--- src/rtl/femto_io_pkg.sv ---
// femto_io_pkg
// Shared definitions for the FemtoRV32 IO peripherals inside femtosoc:
// register offsets on the word-address select line, STATUS bit positions
// and the UART serializer state encoding.
// No ports (package).

package femto_io_pkg;

    // Register select values on mem_addr (word address bit 2)
    localparam logic DATA_OFS   = 1'b0;
    localparam logic STATUS_OFS = 1'b1;

    // STATUS register bit positions
    localparam int STAT_FULL    = 0;
    localparam int STAT_EMPTY   = 1;
    localparam int STAT_BUSY    = 2;
    localparam int STAT_OVF     = 3;
    localparam int STAT_CNT_LSB = 4;

    // Serializer states; explicit encodings keep the register image stable
    typedef enum logic [1:0] {
        IDLE  = 2'd0,
        START = 2'd1,
        DATA  = 2'd2,
        STOP  = 2'd3
    } tx_state_e;

endpackage

--- src/rtl/femto_uart_tx_if.sv ---
// femto_uart_tx_if
// IO bus bundle between the FemtoRV32 core's IO decode and a peripheral.
// Signals:
//   sel        IO decode hit for the peripheral
//   mem_addr   register select (0 = DATA, 1 = STATUS)
//   mem_wdata  store data
//   mem_wmask  byte write strobes, one-cycle pulse per store
//   mem_rstrb  load strobe, one-cycle pulse
//   mem_rdata  registered load data
// Modports: master = CPU side, slave = peripheral side.

interface femto_uart_tx_if;
    logic        sel;
    logic        mem_addr;
    logic [31:0] mem_wdata;
    logic [3:0]  mem_wmask;
    logic        mem_rstrb;
    logic [31:0] mem_rdata;

    modport master (
        output sel, mem_addr, mem_wdata, mem_wmask, mem_rstrb,
        input  mem_rdata
    );

    modport slave (
        input  sel, mem_addr, mem_wdata, mem_wmask, mem_rstrb,
        output mem_rdata
    );
endinterface

--- src/rtl/femto_fifo.sv ---
// femto_fifo
// Small synchronous FIFO with a combinational head output (rdata shows the
// oldest entry whenever empty=0). Shared by the UART transmitter and any
// future receiver.
// Ports:
//   clk, rst        clock, asynchronous active-high reset (flushes the FIFO)
//   push, wdata     enqueue request and data
//   pop             dequeue request
//   rdata           head entry
//   full, empty     occupancy flags
//   count           number of stored entries (clog2(DEPTH)+1 bits)
// A push while full is only accepted when a pop happens in the same cycle;
// a pop while empty is ignored.

module femto_fifo #(
    parameter int WIDTH = 8,
    parameter int DEPTH = 4
) (
    input  logic                       clk,
    input  logic                       rst,
    input  logic                       push,
    input  logic [WIDTH-1:0]           wdata,
    input  logic                       pop,
    output logic [WIDTH-1:0]           rdata,
    output logic                       full,
    output logic                       empty,
    output logic [$clog2(DEPTH):0]     count
);

    localparam int AW = $clog2(DEPTH);

    logic [WIDTH-1:0] mem [DEPTH];
    logic [AW-1:0]    wptr;
    logic [AW-1:0]    rptr;
    logic             do_push;
    logic             do_pop;

    assign full    = (count == (AW+1)'(DEPTH));
    assign empty   = (count == '0);
    assign do_pop  = pop & ~empty;
    assign do_push = push & (~full | do_pop);
    assign rdata   = mem[rptr];

    // Storage needs no reset: the pointers and count decide what is valid
    always_ff @(posedge clk) begin
        if (do_push) begin
            mem[wptr] <= wdata;
        end
    end

    // Pointers wrap naturally because DEPTH is a power of two
    always_ff @(posedge clk or posedge rst) begin
        if (rst) begin
            wptr  <= '0;
            rptr  <= '0;
            count <= '0;
        end else begin
            if (do_push) begin
                wptr <= wptr + AW'(1);
            end
            if (do_pop) begin
                rptr <= rptr + AW'(1);
            end
            case ({do_push, do_pop})
                2'b10:   count <= count + (AW+1)'(1);
                2'b01:   count <= count - (AW+1)'(1);
                default: count <= count;
            endcase
        end
    end

endmodule

--- src/rtl/femto_uart_tx.sv ---
// femto_uart_tx
// Memory-mapped 8N1 UART transmitter on the FemtoRV32 IO bus. Stores to DATA
// queue a byte in a small FIFO; the serializer drains it onto tx. STATUS
// reports full/empty/busy/sticky-overflow/count and clears overflow on read.
// Ports:
//   pclk       system clock
//   RESET      asynchronous active-high reset
//   bus        IO bus (slave modport): sel, mem_addr, mem_wdata, mem_wmask,
//              mem_rstrb in; mem_rdata out (registered, 1-cycle latency)
//   tx         serial line, idle high, driven from a register
//   irq_empty  high while the FIFO is empty and the serializer is idle

module femto_uart_tx
    import femto_io_pkg::*;
#(
    parameter int CLK_FREQ   = 50000000,
    parameter int BAUD       = 115200,
    parameter int FIFO_DEPTH = 4
) (
    input  logic           pclk,
    input  logic           RESET,
    femto_uart_tx_if.slave bus,
    output logic           tx,
    output logic           irq_empty
);

    localparam int DIV   = CLK_FREQ / BAUD;
    localparam int CNT_W = $clog2(DIV);
    localparam int FCW   = $clog2(FIFO_DEPTH) + 1;
    localparam logic [CNT_W-1:0] DIV_M1 = CNT_W'(DIV - 1);

    tx_state_e        state;
    logic [CNT_W-1:0] baud_cnt;
    logic [2:0]       bit_idx;
    logic [7:0]       shift_reg;
    logic             overflow;
    logic [31:0]      rdata_q;
    logic [31:0]      status_word;

    logic             store_data;
    logic             load_req;
    logic             ovf_event;
    logic             fifo_pop;
    logic [7:0]       fifo_rdata;
    logic             fifo_full;
    logic             fifo_empty;
    logic [FCW-1:0]   fifo_count;

    // Only byte lane 0 of a DATA store carries the character
    logic             unused_bus_bits;
    assign unused_bus_bits = ^{bus.mem_wdata[31:8], bus.mem_wmask[3:1]};

    assign store_data = bus.sel & (bus.mem_addr == DATA_OFS) & bus.mem_wmask[0];
    assign load_req   = bus.sel & bus.mem_rstrb;
    assign fifo_pop   = (state == IDLE) & ~fifo_empty;
    assign ovf_event  = store_data & fifo_full & ~fifo_pop;
    assign irq_empty  = fifo_empty & (state == IDLE);
    assign bus.mem_rdata = rdata_q;

    femto_fifo #(
        .WIDTH (8),
        .DEPTH (FIFO_DEPTH)
    ) u_fifo (
        .clk   (pclk),
        .rst   (RESET),
        .push  (store_data),
        .wdata (bus.mem_wdata[7:0]),
        .pop   (fifo_pop),
        .rdata (fifo_rdata),
        .full  (fifo_full),
        .empty (fifo_empty),
        .count (fifo_count)
    );

    // STATUS image as seen by a load in this cycle
    always_comb begin
        status_word                        = '0;
        status_word[STAT_FULL]             = fifo_full;
        status_word[STAT_EMPTY]            = fifo_empty;
        status_word[STAT_BUSY]             = (state != IDLE);
        status_word[STAT_OVF]              = overflow;
        status_word[STAT_CNT_LSB +: 4]     = 4'(fifo_count);
    end

    // Load data capture and sticky overflow; a same-cycle overflow wins
    // over the clear-on-read so no event is ever lost
    always_ff @(posedge pclk or posedge RESET) begin
        if (RESET) begin
            rdata_q  <= '0;
            overflow <= 1'b0;
        end else begin
            if (load_req) begin
                rdata_q <= (bus.mem_addr == STATUS_OFS) ? status_word : 32'h0;
            end
            if (ovf_event) begin
                overflow <= 1'b1;
            end else if (load_req && (bus.mem_addr == STATUS_OFS)) begin
                overflow <= 1'b0;
            end
        end
    end

    // Serializer: each of START, 8 DATA bits and STOP lasts DIV cycles,
    // counted down from DIV-1; IDLE always spends one cycle popping
    always_ff @(posedge pclk or posedge RESET) begin
        if (RESET) begin
            state     <= IDLE;
            baud_cnt  <= '0;
            bit_idx   <= '0;
            shift_reg <= '0;
        end else begin
            case (state)
                IDLE: begin
                    if (!fifo_empty) begin
                        shift_reg <= fifo_rdata;
                        baud_cnt  <= DIV_M1;
                        bit_idx   <= '0;
                        state     <= START;
                    end
                end
                START: begin
                    if (baud_cnt == '0) begin
                        baud_cnt <= DIV_M1;
                        bit_idx  <= '0;
                        state    <= DATA;
                    end else begin
                        baud_cnt <= baud_cnt - CNT_W'(1);
                    end
                end
                DATA: begin
                    if (baud_cnt == '0) begin
                        baud_cnt  <= DIV_M1;
                        shift_reg <= {1'b0, shift_reg[7:1]};
                        if (bit_idx == 3'd7) begin
                            state <= STOP;
                        end else begin
                            bit_idx <= bit_idx + 3'd1;
                        end
                    end else begin
                        baud_cnt <= baud_cnt - CNT_W'(1);
                    end
                end
                STOP: begin
                    if (baud_cnt == '0) begin
                        state <= IDLE;
                    end else begin
                        baud_cnt <= baud_cnt - CNT_W'(1);
                    end
                end
                default: state <= IDLE;
            endcase
        end
    end

    // tx follows the state one cycle later from a flop, so the line never
    // glitches on state decode; the lag is uniform across the frame
    always_ff @(posedge pclk or posedge RESET) begin
        if (RESET) begin
            tx <= 1'b1;
        end else begin
            case (state)
                START:   tx <= 1'b0;
                DATA:    tx <= shift_reg[0];
                default: tx <= 1'b1;
            endcase
        end
    end

endmodule

--- src/flat_wrapper.sv ---
// flat-port wrapper written by rule: the top's interface ports become plain ports
module femto_uart_tx_flat import femto_io_pkg::*;
#(
    parameter int CLK_FREQ   = 50000000,
    parameter int BAUD       = 115200,
    parameter int FIFO_DEPTH = 4
)
  (pclk, RESET, tx, irq_empty, bus_sel, bus_mem_addr, bus_mem_wdata, bus_mem_wmask, bus_mem_rstrb, bus_mem_rdata);
  femto_uart_tx_if bus_i ();
  input  logic pclk;
  input  logic RESET;
  output logic tx;
  output logic irq_empty;
  input wire logic [$bits(bus_i.sel)-1:0] bus_sel;
  input wire logic [$bits(bus_i.mem_addr)-1:0] bus_mem_addr;
  input wire logic [$bits(bus_i.mem_wdata)-1:0] bus_mem_wdata;
  input wire logic [$bits(bus_i.mem_wmask)-1:0] bus_mem_wmask;
  input wire logic [$bits(bus_i.mem_rstrb)-1:0] bus_mem_rstrb;
  output wire logic [$bits(bus_i.mem_rdata)-1:0] bus_mem_rdata;
  assign bus_i.sel = bus_sel;
  assign bus_i.mem_addr = bus_mem_addr;
  assign bus_i.mem_wdata = bus_mem_wdata;
  assign bus_i.mem_wmask = bus_mem_wmask;
  assign bus_i.mem_rstrb = bus_mem_rstrb;
  assign bus_mem_rdata = bus_i.mem_rdata;
  femto_uart_tx #(.CLK_FREQ(CLK_FREQ), .BAUD(BAUD), .FIFO_DEPTH(FIFO_DEPTH)) u_core (.pclk(pclk), .RESET(RESET), .bus(bus_i), .tx(tx), .irq_empty(irq_empty));
endmodule
--- config.mk ---
export PLATFORM = sky130hd
export DESIGN_NAME = femto_uart_tx_flat
export DESIGN_NICKNAME = d
export VERILOG_FILES = /design/src/rtl/femto_io_pkg.sv /design/src/rtl/femto_uart_tx_if.sv /design/src/rtl/femto_fifo.sv /design/src/rtl/femto_uart_tx.sv /design/src/flat_wrapper.sv
export SDC_FILE = /design/constraint.sdc
export NUM_CORES = 1
export LEC_CHECK = 0
export ABC_AREA = 1
export BUFFER_PORTS_ARGS = -buffer_cell sky130_fd_sc_hd__clkbuf_2
export CORE_AREA = 10 10 88 90
export CTS_BUF_LIST = sky130_fd_sc_hd__clkbuf_2
export DETAILED_ROUTE_END_ITERATION = 8
export DIE_AREA = 0 0 98 100
export PLACE_DENSITY = 0.85
export SKIP_CTS_REPAIR_TIMING = 1
export SYNTH_ARGS = -nofsm -noshare
export SYNTH_HDL_FRONTEND = slang
export SYNTH_SLANG_ARGS = --single-unit
--- constraint.sdc ---
create_clock -name pclk -period 5.5 [get_ports pclk]
set_input_delay 1.1 -clock pclk [delete_from_list [all_inputs] [get_ports pclk]]
set_output_delay 1.1 -clock pclk [all_outputs]
set_load 0.05 [all_outputs]
# --- After elaboration in Yosys (flattened, before gate mapping) ---
# Memory sizes are Yosys's and may differ from the RTL's.
# Cells that the tools add are included.
# W data, S select, Z words.
classes:
  n_eq_ne: 14
  mux: 25
  bitwise: 14
  addsub: 6
  n_reduce_logical: 14
op_table:
  columns: ["cell", "n"]
  rows:
  - ["$mux W9", 3]
  - ["$pmux W9 S3", 1]
  - ["$mux W8", 2]
  - ["$pmux W8 S2", 1]
  - ["$mux W3", 4]
  - ["$mux W2", 5]
  - ["$reduce_and A5 Y1", 2]
  - ["$and A1 B1 Y1", 9]
  - ["$logic_not A9 Y1", 1]
  - ["$pmux W3 S3", 1]
  - ["$sub A9 B1 Y9 const B", 1]
  - ["$ne A2 B1 Y1 const B", 4]
  - ["$pmux W2 S4", 1]
  - ["$reduce_bool A2 Y1", 4]
  - ["$mux W7", 1]
  - ["$add A3 B1 Y3 const B", 2]
  - ["$eq A2 B2 Y1 const B", 3]
  - ["$eq A3 B3 Y1 const B", 2]
  - ["$ne A2 B2 Y1 const B", 3]
  - ["$pmux W3 S2", 1]
  - ["$add A2 B1 Y2 const B", 2]
  - ["$eq A2 B1 Y1 const B", 2]
  - ["$mux W1", 4]
  - ["$not A1 Y1", 4]
  - ["other kinds (10)", 10]
word_totals:
  reg_bits: 63
  ramBits: 32
  output_inout_bits: 34
  memories: 1
memory_table:
  columns: ["memory", "words", "width", "read_ports", "rd_ports_with_merged_regs", "write_ports", "line_no", "text"]
  rows:
  - ["u_core.u_fifo.mem", 4, 8, 1, 0, 1, "femto_fifo.sv:32", "logic [WIDTH-1:0] mem [DEPTH];"]

# --- Longest topological paths before layout ---
# Gate-level depths: netlist of the first run.
depth:
  word_depth: 8
  depth_mapped: 10
  depth_no_buf: 10

# --- Hierarchy ---
# Synthesis of the first run repeated with hierarchy kept, for this count alone.
unflattened:
  hier_cells: 409
  hier_area_um2: 3718.6
modules_own_cells:
  columns: ["mod", "n_inst", "cells_each", "area_each_um2", "seq_area_each_um2"]
  rows:
  - ["femto_uart_tx", 1, 260, 1999.4, 777.0]
  - ["femto_fifo", 1, 149, 1719.1, 1136.1]

# --- Worst setup path after synthesis of the first run ---
# No wires, ideal clock.
synth_path:
  path_type: "input port to flip-flop"
  start: "input port bus_mem_wmask[0]"
  end: "register u_core.u_fifo.count[2]"
  t_arrival_ns: 2.304
  required_time_ns: 5.369
  slack_ns: 3.065
  setup_ns: 0.131
  cell_stages: 9
  n_path_buf: 0
  path_cell_list: "nand2_1 -> nor2_1 -> o21ai_2 -> ha_1 -> inv_1 -> fa_1 -> a21oi_1 -> o21ai_0 -> xor2_1"
synth_via:
  elab_chain_cells: 4
synth_lines:
  columns: ["element", "line_no", "text"]
  rows:
  - ["start, declared", "flat_wrapper.sv:17", "input wire logic [$bits(bus_i.mem_wmask)-1:0] bus_mem_wmask;"]
  - ["$and A1 B1 Y1 (*)", "femto_uart_tx.sv:53", "assign store_data = bus.sel & (bus.mem_addr == DATA_OFS) & bus.mem_wmask[0];"]
  - ["$and A1 B1 Y1 (*)", "femto_fifo.sv:41", "assign do_push = push & (~full | do_pop);"]
  - ["$eq A2 B1 Y1 or $eq A2 B2 Y1 (tied branches)", "femto_fifo.sv:64", "case ({do_push, do_pop})"]
  - ["$pmux W3 S2 or $reduce_bool A2 Y1 (tied branches)", null, null]
  - ["end signal, assigned", "femto_fifo.sv:65", "2'b10: count <= count + (AW+1)'(1);"]
  - ["end signal, assigned", "femto_fifo.sv:66", "2'b01: count <= count - (AW+1)'(1);"]
  - ["end signal, assigned", "femto_fifo.sv:67", "default: count <= count;"]
  - ["end, declared", "femto_fifo.sv:27", "output logic [$clog2(DEPTH):0] count"]
# Every way passes the cells marked *; elsewhere a longest branch is shown, timed or not.
# A chain may end at the register's enable or synchronous reset.

# --- Worst setup path after layout of the first run ---
layout_path:
  start: "register u_core.state[0]"
  end: "output port irq_empty"
layout_via:
  elab_chain_cells: 2
layout_lines:
  columns: ["element", "line_no", "text"]
  rows:
  - ["start, declared", "femto_uart_tx.sv:32", "tx_state_e state;"]
  - ["start signal, assigned", "femto_uart_tx.sv:107", "state <= IDLE;"]
  - ["start signal, assigned", "femto_uart_tx.sv:118", "state <= START;"]
  - ["start signal, assigned", "femto_uart_tx.sv:125", "state <= DATA;"]
  - ["$logic_not A2 Y1", "femto_uart_tx.sv:57", "assign irq_empty = fifo_empty & (state == IDLE);"]
  - ["$and A1 B1 Y1", "femto_uart_tx.sv:57", null]
  - ["end, declared", "flat_wrapper.sv:13", "output logic irq_empty;"]
# Every way passes these cells.

==> metrics.md, run 1 <==
| Metric | Value |
|---|---|
| Final Slew Violations | `0` |
| Die height | `100 um` |
| Number of fill cells | `515` |
| Layout area overhead | `6.257%` |
| Cells after synthesis | `386` |
| Comb power frac | `17.0%` |
| Fmax | `318.9 MHz` |
| Placed insts | `478` |
| Leakage | `0.001854 uW` |
| Seq/Total Area, Yosys | `54.05%` |
| P_int | `790.5 uW` |
| Total number of H-tree levels | `3` |
| Final worst path period share | `57.01%` |
| Top-count cell post-synth | `nand2_1` |
| WHS Path Cells | `2` |
| Power share of the clock group | `29.8%` |
| Crit path time final | `3136 ps` |
| Total track usage | `13.60%` |
| CTS Root Cell | `clkbuf_2` |
| Critical Path Source Type | `flip-flop` |
| Post-Synthesis Cell Area | `0.003540 sq mm` |
| R2R cell count | `9` |
| PD cells | `309.0 mW/mm^2` |
| Routed vias/inst | `4.976` |
| Crit-path cells | `inv_1 > ha_1 > nand3_1 > inv_2 > clkbuf_2` |
| Core area | `0.006132 sq mm` |
| Total die area | `0.009800 sq mm` |
| Max-slew headroom | `45.57%` |
| Status | `complete, no violations` |
| Synth unique cells | `33` |
| Hold path startpoint | `u_core.shift_reg[6]$_DFFE_PP0P_` |
| Antenna violations before repair | `0` |
| Sink Count | `70` |
| DR WL/cell | `12.87 um` |
| TritonCTS clock tree | `done` |
| Area leader, netlist | `edfxtp_1` |
| GRT overflow | `0` |
| Finished Layout Cells | `494` |
| WS Path Type | `flip-flop to primary output` |
| Hold Path Class | `flip-flop to flip-flop` |
| # IOs | `75` |
| Count of state elements after synthesis | `70` |
| Max-Cap Viols | `0` |
| Flop pwr share | `53.2%` |
| Number of synthesized flops with an enable pin | `32` |
| CTS max path bufs | `2` |
| Crit. End Element | `primary output` |
| Sw frac | `31.97%` |
| Rows | `29` |
| Worst EP arrival | `2040 ps` |
| Post-DRT Antenna Nets | `0` |
| Final count of hold timing violations | `0` |
| Residual DRC | `0` |
| Worst-margin pin slew | `813.5 ps` |
| DPL Wire Length | `4618 um` |
| Clk pin slew, worst setup/hold paths | `210 ps` |
| Post-synth ARST share | `54.29%` |
| Final setup fails | `0` |
| Iter 0 DRT Violations | `96` |
| Synth area leaders | `edfxtp_1 (27%), dfrtp_1 (26%), nand2_1 (13%)` |
| Vias in the first global route | `2,441` |
| Routability cong. | `0.8234` |
| Layout cells sized above 1 | `14.87%` |
| Critical R2R Launch | `u_core.state[0]$_DFFE_PP0P_` |
| Largest net degree at the start of global routing | `39` |
| Final WL | `6359 um` |
| Vias | `2,458` |
| CP required | `4400 ps` |
| Psw | `371.6 uW` |
| Syn Area/Cell | `9.170 sq um` |
| First-pass GRT wire length | `10,940 um` |
| Max reg flops | `32` |
| Final net count | `467` |
| Fin Setup TNS | `0 ps` |
| RSZ-0062 raised after global routing | `false` |
| Num CTS Buffers | `9` |
| N_diodes | `0` |
| Port Buffer Count | `22` |
| Setup Skew | `24.25 ps` |
| Primary FF master, synth | `dfrtp_1` |
| VDD IR-drop max | `0.0001815 V` |
| Yosys warning total | `0` |
| Worst-path fanout max | `6` |
| Worst path max stage delay | `470 ps` |
| Post-synth top cells | `nand2_1 (127), dfrtp_1 (37), edfxtp_1 (32), nand3_1 (30), nor2_1 (27)` |
| Number of iterations in the first detailed-routing pass | `5` |
| CP max stage cell | `dfrtp_1` |
| Top-area cell type share of the netlist area | `27.15%` |
| Clock Latency Late Sink | `510 ps` |
| Die width | `98 um` |
| Effective utilization at floorplan | `57.72%` |
| Flop-to-flop setup slack | `3130 ps` |
| Crit. Startpoint | `u_core.state[0]$_DFFE_PP0P_` |
[routing by layer]
metal  global-route usage, %  routed length (um)  part of all wire, %  vias up
li1                        -                   -                    -     1240
met1                   14.93                2551                   40     1150
met2                   23.65                3296                   52       53
met3                   3.503                 363                  5.7       15
met4                   7.383                 148                  2.3        0
met5                       0                   0                    0        -
[stage by stage]
stage | power [uW] | hold WS [ps] | utilization, % | cell area, sq um | setup WS, ps
6_report | 1162 | 510.0 | 61.33 | 3761 | 2364
3_5_place_dp | 829.7 | 464.5 | 59.01 | 3618 | 2821
2_1_floorplan | 794.4 | 445.8 | - | 3630 | 3065
4_1_cts | 1172 | 514.8 | 61.33 | 3761 | 2329
3_3_place_gp | 818.4 | 460.3 | 59.01 | 3618 | 2867
5_1_grt | 1221 | 544.6 | 61.33 | 3761 | 2232
[path summary, 6_finish.rpt]
| kind | endpoint |
|---|---|
| worst min register to register | u_core.shift_reg[6]$_DFFE_PP0P_ |
| min in group asynchronous | u_core.baud_cnt[8]$_DFFE_PP0P_ |
| worst max-delay path | irq_empty |
| max in group asynchronous | u_core.bus.mem_rdata[4]$_DFFE_PP0P_ |
| worst min-delay path | u_core.shift_reg[6]$_DFFE_PP0P_ |
| worst max register to register | u_core.u_fifo.count[2]$_DFFE_PP0P_ |
[power by group through the flow]
stage	clock network [uW]	logic, uW	registers (uW)
after detailed placement	0	200	630
after global placement	0	193	625
after CTS	352	201	619
final	346	198	618
after floorplan	0	132	662
after global routing	376	221	625
[critical path: cells and delay by family (launching register included)]
kind,cells,cell delay [ps]
adder cells (fa/ha/maj),1,300
buffers and inverters,3,560
flip-flops,1,470
AND/OR/NAND/NOR,1,200
[kinds of logic (layout without fill, tap and decap cells)]
kind of cell,count (synthesis),count (layout),share of synthesized area [%]
and+or+nand+nor,199,199,24.00
DFF,70,70,54.05
buffers and inverters,65,72,9.897
AOI/OAI and AO/OA,30,30,5.055
adders and majority gates,14,14,5.161
xor gates and xnor gates,7,7,1.732
other,1,25,0.1059
[area by class of cell]
type,instances,area [sq um],area share (%)
Clock inverter,7,97.59,2.595
Sequential cell,70,1913,50.86
Inverter,33,125.1,3.327
Multi-Input combinational cell,275,1366,36.33
Timing Repair Buffer,23,117.6,3.127
Tap cell,77,96.34,2.562
Clock buffer,9,45.04,1.198
[layout by cell type, fill, tap and decap left out, drive strengths merged, types with 2 or more instances in the layout]
master / n
bufinv: 2
clkbuf: 31
clkinv: 4
nand3b: 2
inv: 33
nor3: 2
edfxtp: 32
a21oi: 9
xor2: 6
o21ai: 19
nor2: 29
dfrtp: 37
conb: 25
nand3: 31
nand2: 135
ha: 13
Note: power is estimated with default switching activity, not from simulation.
==> inputs of run 2 (changes only) <==
- ABC_AREA: 1 -> 0
- CORE_AREA: 10 10 88 90 -> 10 10 95 97
- DIE_AREA: 0 0 98 100 -> 0 0 105 107
- PLACE_DENSITY: 0.85 -> 0.76
- clock period: 5.5 -> 2.87 ns (I/O delays scaled with it)
==> run 2 against run 1 <==
Die area up 15%. Synthesized cell count down 32%. Count of clock-buffer cells in the layout unchanged. Critical endpoint unchanged. Highest routed layer unchanged.
==> metrics.md, run 2 <==
| Metric | Value |
|---|---|
| Final Slew Violations | `0` |
| Flop-to-flop setup slack | `430 ps` |
| Cells after synthesis | `261` |
| TritonCTS clock tree | `done` |
| Setup Skew | `24.87 ps` |
| Die width | `105 um` |
| CTS max path bufs | `2` |
| Total track usage | `10.71%` |
| Max reg flops | `32` |
| Core area | `0.007137 sq mm` |
| Top layer in use | `met4` |
| WS Path Type | `flip-flop to primary output` |
| Status | `complete, no violations` |
| Largest net degree at the start of global routing | `39` |
| Total power draw | `3891 uW` |
| Final setup fails | `0` |
| Clock Latency Late Sink | `500 ps` |
| R2R cell count | `11` |
| Commonest non-fill, non-tap cells in the layout | `dfrtp_1 (37), edfxtp_1 (32), clkbuf_2 (31)` |
| Leakage | `0.001622 uW` |
| Primary FF master, synth | `dfrtp_1` |
| Dpl ws | `444.2 ps` |
| Max-Cap Viols | `0` |
| Die height | `107 um` |
| Antenna violations before repair | `0` |
| Routed vias/inst | `5.028` |
| Post-synth ARST share | `54.29%` |
| Final worst slack | `276.2 ps` |
| CTS Root Cell | `clkbuf_2` |
| Final net count | `344` |
| Count of state elements after synthesis | `70` |
| Core Util, Final | `52.30%` |
| Number of iterations in the first detailed-routing pass | `4` |
| Num CTS Buffers | `9` |
| Vias | `1,976` |
| Area leader, netlist | `edfxtp_1` |
| Crit. End Element | `primary output` |
| Total die area | `0.01124 sq mm` |
| Hold Path Class | `primary input to asynchronous set/reset pin` |
| Seq/Total Area, Yosys | `54.28%` |
| First-pass GRT wire length | `9832 um` |
| Iter 0 DRT Violations | `60` |
| Synth area leaders | `edfxtp_1 (27%), dfrtp_1 (26%), buf_4 (5.3%)` |
| Fin Setup TNS | `0 ps` |
| RSZ-0062 raised after global routing | `false` |
| Max-slew headroom | `55.99%` |
| Rows | `31` |
| Final worst path period share | `90.38%` |
| Residual DRC | `0` |
| Post-Route M1 WL | `2447 um` |
| Critical Path Source Type | `flip-flop` |
| # IOs | `75` |
| Crit path time final | `2594 ps` |
| FF-to-FF End | `u_core.u_fifo.count[2]$_DFFE_PP0P_` |
| GRT overflow | `0` |
| Sink Count | `70` |
| Post-synth top cells | `dfrtp_1 (37), edfxtp_1 (32), buf_4 (25), nand2_1 (19)` |
| Layout cells sized above 1 | `25.51%` |
| Worst EP arrival | `2020 ps` |
| Post-Synthesis Cell Area | `0.003525 sq mm` |
| Total number of H-tree levels | `3` |
| VDD IR-drop max | `0.0004551 V` |
| DR WL/cell | `14.51 um` |
| Most common cell after layout, fill and taps aside | `dfrtp_1` |
| Met2 wire length | `2922 um` |
| Yosys warning total | `0` |
| PD cells | `1043 mW/mm^2` |
| Layout area overhead | `5.893%` |
| Hold Slack | `105.2 ps` |
| Vias in the first global route | `2,069` |
| Worst-path fanout max | `7` |
| Post-DRT Antenna Nets | `0` |
| DPL Wire Length | `4089 um` |
| Routed length on met3 | `248 um` |
| Routability cong. | `0.7359` |
| Final WL | `5703 um` |
| Syn Area/Cell | `13.50 sq um` |
| Clk pin slew, worst setup/hold paths | `230 ps` |
| Effective utilization at floorplan | `49.39%` |
| Critical R2R Launch | `u_core.state[0]$_DFFE_PP0P_` |
| Number of synthesized flops with an enable pin | `32` |
| CP required | `2300 ps` |
| Worst-margin pin slew | `657.0 ps` |
| Final count of hold timing violations | `0` |
| N_diodes | `0` |
| Fmax | `385.5 MHz` |
| Port Buffer Count | `22` |
| Synth unique cells | `58` |
| Number of fill cells | `612` |
| Top-area cell type share of the netlist area | `27.26%` |
| Top-count cell post-synth | `dfrtp_1` |
run 2: worst max-delay path by stage:
stage                                startpoint                                 end  cells after the start
finish              u_core.state[0]$_DFFE_PP0P_                           irq_empty                      5
global route        u_core.state[0]$_DFFE_PP0P_                           irq_empty                      5
CTS                 u_core.state[0]$_DFFE_PP0P_                           irq_empty                      5
detailed placement  u_core.state[0]$_DFFE_PP0P_  u_core.u_fifo.count[2]$_DFFE_PP0P_                     11
global placement    u_core.state[1]$_DFFE_PP0P_  u_core.u_fifo.count[2]$_DFFE_PP0P_                     11
floorplan           u_core.state[0]$_DFFE_PP0P_      u_core.baud_cnt[4]$_DFFE_PP0P_                      5
run 2: logic make-up after synthesis:
kind of cell,Yosys count,share of synthesized area [%]
XOR/XNOR,6,1.491
AO/OA/AOI/OAI,42,8.307
buffers and inverters,48,8.839
multiplexers,29,12.74
AND/OR/NAND/NOR,51,9.052
adder cells (fa/ha/maj),14,5.183
flip-flops,70,54.28
other,1,0.1064
run 2: final cells by class:
type                       count  area, sq um  share of cell area (%)
inverter                      15        56.30                   1.509
clock inverter                 7        63.81                   1.710
tap                           99        123.9                   3.319
sequential                    70         1913                   51.26
timing repair buffer          26        140.1                   3.755
clock buffer                   9        45.04                   1.207
multi-input combinational    167         1390                   37.24
run 2: per-layer routing:
| metal | GRT usage [%] | up-vias |
|---|---|---|
| met2 | 18.43 | 43 |
| li1 | - | 955 |
| met4 | 5.490 | 0 |
| met1 | 11.97 | 968 |
| met5 | 0 | - |
| met3 | 2.994 | 10 |
run 2: worst max-delay path: stages (launching register included):
cell and delay [ps]:
dfrtp_1 450, inv_1 130, ha_1 250, nor4b_2 210
buf_4 190, clkbuf_2 290
run 2: where the power goes:
part           leakage (uW)  switching, uW  internal [uW]
clock network     0.0000630            394            134
registers          0.000756            270           1310
logic              0.000802            906            874
run 2: per-stage QoR:
stage                     area [sq um]  std cells
final                             3732        393
after global routing              3732        393
after CTS                         3732        393
after detailed placement          3623        377
after global placement            3623        377
after floorplan                   3615        285
